[src/rtl/mem_arbiter.sv]
// Shares the SPI memory engine between fetch and data ports.
// Decodes addresses, arbitrates, sequences and times out transactions.
module mem_arbiter #(
  parameter int STARVE_LIMIT   = 4,
  parameter int TIMEOUT_CYCLES = 1024
) (
  input  logic        clk,
  input  logic        rst_n,
  input  logic        instr_req,
  input  logic [31:0] instr_addr,
  output logic        instr_ready,
  output logic [31:0] instr_data,
  output logic        instr_err,
  input  logic        mem_re,
  input  logic        mem_we,
  input  logic [31:0] mem_addr,
  input  logic [31:0] mem_wdata,
  output logic        mem_ready,
  output logic [31:0] mem_rdata,
  output logic        mem_err,
  output logic        be_req,
  output logic        be_flash,
  output logic        be_we,
  output logic [23:0] be_addr,
  output logic [31:0] be_wdata,
  input  logic        be_done,
  input  logic [31:0] be_rdata,
  output logic        be_abort
);

  localparam logic [1:0] S_IDLE  = 2'd0;
  localparam logic [1:0] S_ISSUE = 2'd1;
  localparam logic [1:0] S_WAIT  = 2'd2;
  localparam logic [1:0] S_RESP  = 2'd3;

  localparam logic [3:0]  SL_MAX   = 4'(STARVE_LIMIT);
  localparam logic [15:0] TMO_LAST = 16'(TIMEOUT_CYCLES - 1);

  logic [1:0]  state;
  logic [3:0]  streak;
  logic [15:0] tmo;
  logic        own_d;

  logic mem_req;
  logic pick_i;
  logic pick_d;
  logic i_ok;
  logic d_ok;
  logic unused_addr;

  assign unused_addr = ^{instr_addr[27:24], mem_addr[27:24]};

  // Winner selection and address-map legality for the current requests.
  always_comb begin
    mem_req = mem_re | mem_we;
    pick_i  = instr_req && (!mem_req || streak == SL_MAX);
    pick_d  = mem_req && !pick_i;
    i_ok    = instr_addr[31:28] == 4'h8;
    d_ok    = mem_addr[31:28] == 4'h0;
  end

  // Transaction sequencer: IDLE -> ISSUE -> WAIT -> RESP, with all
  // handshake outputs registered so each pulse lasts exactly one cycle.
  always_ff @(posedge clk) begin
    if (!rst_n) begin
      state       <= S_IDLE;
      streak      <= 4'd0;
      tmo         <= 16'd0;
      own_d       <= 1'b0;
      instr_ready <= 1'b0;
      instr_data  <= 32'h0;
      instr_err   <= 1'b0;
      mem_ready   <= 1'b0;
      mem_rdata   <= 32'h0;
      mem_err     <= 1'b0;
      be_req      <= 1'b0;
      be_flash    <= 1'b0;
      be_we       <= 1'b0;
      be_addr     <= 24'h0;
      be_wdata    <= 32'h0;
      be_abort    <= 1'b0;
    end else begin
      be_req      <= 1'b0;
      be_abort    <= 1'b0;
      instr_ready <= 1'b0;
      instr_err   <= 1'b0;
      mem_ready   <= 1'b0;
      mem_err     <= 1'b0;
      case (state)
        S_IDLE: begin
          if (pick_i) begin
            streak <= 4'd0;
            own_d  <= 1'b0;
            if (i_ok) begin
              be_flash <= 1'b1;
              be_we    <= 1'b0;
              be_addr  <= instr_addr[23:0];
              be_wdata <= 32'h0;
              be_req   <= 1'b1;
              state    <= S_ISSUE;
            end else begin
              instr_ready <= 1'b1;
              instr_err   <= 1'b1;
              state       <= S_RESP;
            end
          end else if (pick_d) begin
            streak <= instr_req ? streak + 4'd1 : 4'd0;
            own_d  <= 1'b1;
            if (d_ok) begin
              be_flash <= 1'b0;
              be_we    <= mem_we;
              be_addr  <= mem_addr[23:0];
              be_wdata <= mem_wdata;
              be_req   <= 1'b1;
              state    <= S_ISSUE;
            end else begin
              mem_ready <= 1'b1;
              mem_err   <= 1'b1;
              state     <= S_RESP;
            end
          end else begin
            streak <= 4'd0;
          end
        end
        S_ISSUE: begin
          tmo   <= 16'd0;
          state <= S_WAIT;
        end
        S_WAIT: begin
          if (be_done) begin
            state <= S_RESP;
            if (own_d) begin
              mem_ready <= 1'b1;
              if (!be_we) mem_rdata <= be_rdata;
            end else begin
              instr_ready <= 1'b1;
              instr_data  <= be_rdata;
            end
          end else if (tmo == TMO_LAST) begin
            be_abort <= 1'b1;
            state    <= S_RESP;
            if (own_d) begin
              mem_ready <= 1'b1;
              mem_err   <= 1'b1;
            end else begin
              instr_ready <= 1'b1;
              instr_err   <= 1'b1;
            end
          end else begin
            tmo <= tmo + 16'd1;
          end
        end
        default: begin
          state <= S_IDLE;
        end
      endcase
    end
  end

endmodule
[config.mk]
export PLATFORM = sky130hd
export DESIGN_NAME = mem_arbiter
export DESIGN_NICKNAME = d
export VERILOG_FILES = /design/src/rtl/mem_arbiter.sv
export SDC_FILE = /design/constraint.sdc
export NUM_CORES = 1
export LEC_CHECK = 0
export ABC_AREA = 0
export CORE_ASPECT_RATIO = 1.25
export CORE_MARGIN = 3
export CORE_UTILIZATION = 35
export CTS_CLUSTER_DIAMETER = 60
export CTS_CLUSTER_SIZE = 10
export DETAILED_ROUTE_END_ITERATION = 7
export GPL_ROUTABILITY_DRIVEN = 0
export PLACE_DENSITY = 0.7
export SETUP_SLACK_MARGIN = 0.2
export SYNTH_ARGS = -nofsm -noshare
export SYNTH_HDL_FRONTEND = slang
export SYNTH_SLANG_ARGS = --single-unit
[constraint.sdc]
create_clock -name clk -period 2.11 [get_ports clk]
set_input_delay 0.211 -clock clk [delete_from_list [all_inputs] [get_ports clk]]
set_output_delay 0.211 -clock clk [all_outputs]
set_load 0.01 [all_outputs]
==> run metrics <==
Die W=~130 um; count leader, synth=nand2_1; XOR/XNOR share of the synthesized area=0; Slew headroom=0.657; Root Buffer=clkbuf_16; Max Transition Viols Final=0; top cell type's share of synthesized area=0.480; H-tree Lvls=4; Setup WS pre-CTS=-0.356 ns; Yosys Warn Count=0; Sink Count=roughly 150; Initial Utilization=0.359; hold-fix buffers at CTS=0; post-synthesis compound-gate area fraction=0.214; Max Cap Violations=0; Final setup viols=0; Max Fclk=0.515 GHz; largest net degree at the start of global routing=71; mapped cell area=about 0.0063 sq mm; die area=approximately 0.020 sq mm; CTS tree=built; Inst Count DP=between 1000 and 1500; Worst Max-Slew Pin Slew=a little over 0.5 ns; Post-Synth Adder-Cell Area=0.0139; Storage cell area=around 0.003 sq mm; PwrDens=roughly 800 mW/mm^2; GRT Resource Usage Total=0.180; WL final=roughly 19 mm; R2R Setup Slk=0.17 ns; first-pass iteration count of the detailed router=4; asr flop ratio synth=0; remaining antenna violation count=0; Ports=262; worst-case clock skew=between 0.01 and 0.015 ns; CP Data Required Time=between 2 and 2.5 ns; RSZ-0062 raised after global routing=true; Util after Layout=0.569; cells after synthesis=approximately 720; Seq cells post-synth=around 150; final worst slack=roughly 0.17 ns; syn nets=865; vias=just over 6000; Synth Flop Type=dfxtp_1; Residual DRC=0; main combinational cell family by area after synthesis=compound AO/OA/AOI/OAI gates; Die Y=approximately 160 um; Final nets=around 1100; area growth from synthesis to layout=58.6%; core area=around 0.018 sq mm; layout cells sized above 1=0.0964; Tot Pwr=between 0.007 and 0.008 W; initial antenna violation count=0; worst-path fanout max=24; GRT overflow=0; vias in the first global route=a little under 6000; Distinct cells, synth=45; synth top area cells=dfxtp_1, nand2_1, a21oi_1; first-pass GRT wire length=just under 30 mm; sequential fraction of the synthesis area=0.480; n_diodes=0; Port Buffer Count=~250; Synth Area per Inst=about 8.7 sq um; post-DP HPWL=13.0 mm; wire per inst=between 15 and 20 um; fin crit share=0.921; footprint of the multi-input gates=0.00304 sq mm; peak supply drop=592 uV; fillers=between 1500 and 2000; Startpoint Class=flip-flop; fin cells=roughly 1200; mux cell area share after synthesis=0.0429; HP Class=input pin to flip-flop; CTS Buf Count=17; critical path class=flip-flop to flip-flop; Vias per Instance=a little over 5; Simple-Gate Fraction of Synth Area=0.202; Starting DRT DRC Count=between 200 and 300; Final Critical Period=approximately 1.9 ns; post-synthesis cell type with the largest combined area=dfxtp_1; Post-synth EDFFs=0; Worst-path clk slew=roughly 0.070 ns; Worst setup EP type=flip-flop; number of core rows=54; outcome=completed; Clock Tree Buf Depth=2; Final Hold Viols=0; worst skew pair latency=around 0.42 ns; Pleak=between 3 and 4 nW; Worst Path Arrival=roughly 2.3 ns; Post-synth top cells=nand2_1, dfxtp_1, a21oi_1
what timing repair did:
action,4_1_cts,5_1_grt
setup endpoints to repair,50,80
gates cloned,0,3
gates resized for setup,6,13
pin swaps,0,1
setup buffers,2,1
routing by layer:
metal | vias to the layer above | share of wire | wire [um] | track usage
met5 | - | 0 | 0 | 0
met4 | 0 | 0.015 | 286 | 0.0526
met3 | 17 | 0.072 | 1340 | 0.0551
met2 | 235 | 0.49 | 9220 | 0.317
met1 | 2805 | 0.42 | 7780 | 0.211
li1 | 3079 | - | - | -
report_power, final:
part / internal, W / total, W / switching [W]
Sequential: 0.00303 / 0.00313 / 0.0000999
Clock: 0.00192 / 0.00324 / 0.00132
Combinational: 0.000818 / 0.00158 / 0.000760
Total: 0.00576 / 0.00794 / 0.00218
layout make-up:
class / instances / share of cell area
clock inverter: 15 / 0.0207
inverter: 7 / 0.00263
sequential: 151 / 0.303
clock buffer: 17 / 0.0426
tap: 224 / 0.0281
timing repair buffer: 292 / 0.299
multi-input combinational: 503 / 0.304
through the flow:
step / hold WS (ns) / TNS (ns) / area [sq um]
after floorplan: 0.337 / 0 / 6310
after global placement: 0.441 / -15.07 / 9190
after detailed placement: 0.446 / -15.78 / 9190
after CTS: 0.128 / 0 / 9860
after global routing: 0.144 / 0 / 9990
final: 0.133 / 0 / 9990
sequential cells by signal (all words and copies together), names as in the netlist:
register     count
instr_ready      1
be_addr         24
be_req           1
be_abort         1
tmo             16
streak           4
be_wdata        32
instr_data      32
mem_ready        1
be_flash         1
be_we            1
mem_rdata       32
state            2
instr_err        1
mem_err          1
own_d            1
critical path: stages (launching register included):
cell and delay, ns:
dfxtp_2 0.34, inv_2 0.05, ha_4 0.15, and4b_2 0.25, or3_4 0.36, a21o_4 0.25, buf_12 0.16, a32o_1 0.26
layout by cell type (no fill, tap or decap), types with 8 or more instances in the layout:
master / instances
buf_4: 24
nor3b_1: 24
o31ai_1: 8
buf_12: 8
o21ai_0: 34
o21a_1: 26
a21oi_1: 85
or4_1: 8
nand3_1: 11
clkbuf_16: 19
mux2i_1: 27
nand2_1: 168
a32o_1: 33
clkdlybuf4s50_1: 251
dfxtp_1: 149
cell families after synthesis:
group,after synthesis
AOI/OAI and AO/OA,205
adders and majority gates,7
DFF,151
and+or+nand+nor,264
buffers and inverters,70
muxes,27
path summary, 6_finish.rpt:
kind,startpoint,endpoint,cells past startpoint
setup reg to reg,streak[1]$_SDFFE_PN0P_,be_wdata[0]$_SDFFE_PN0P_,7
hold / removal,rst_n,streak[0]$_SDFFE_PN0P_,2
setup / recovery,streak[1]$_SDFFE_PN0P_,be_wdata[0]$_SDFFE_PN0P_,7
hold reg to reg,mem_rdata[0]$_SDFFE_PN0P_,mem_rdata[0]$_SDFFE_PN0P_,2
No activity file was read; power rests on OpenSTA's default activity.
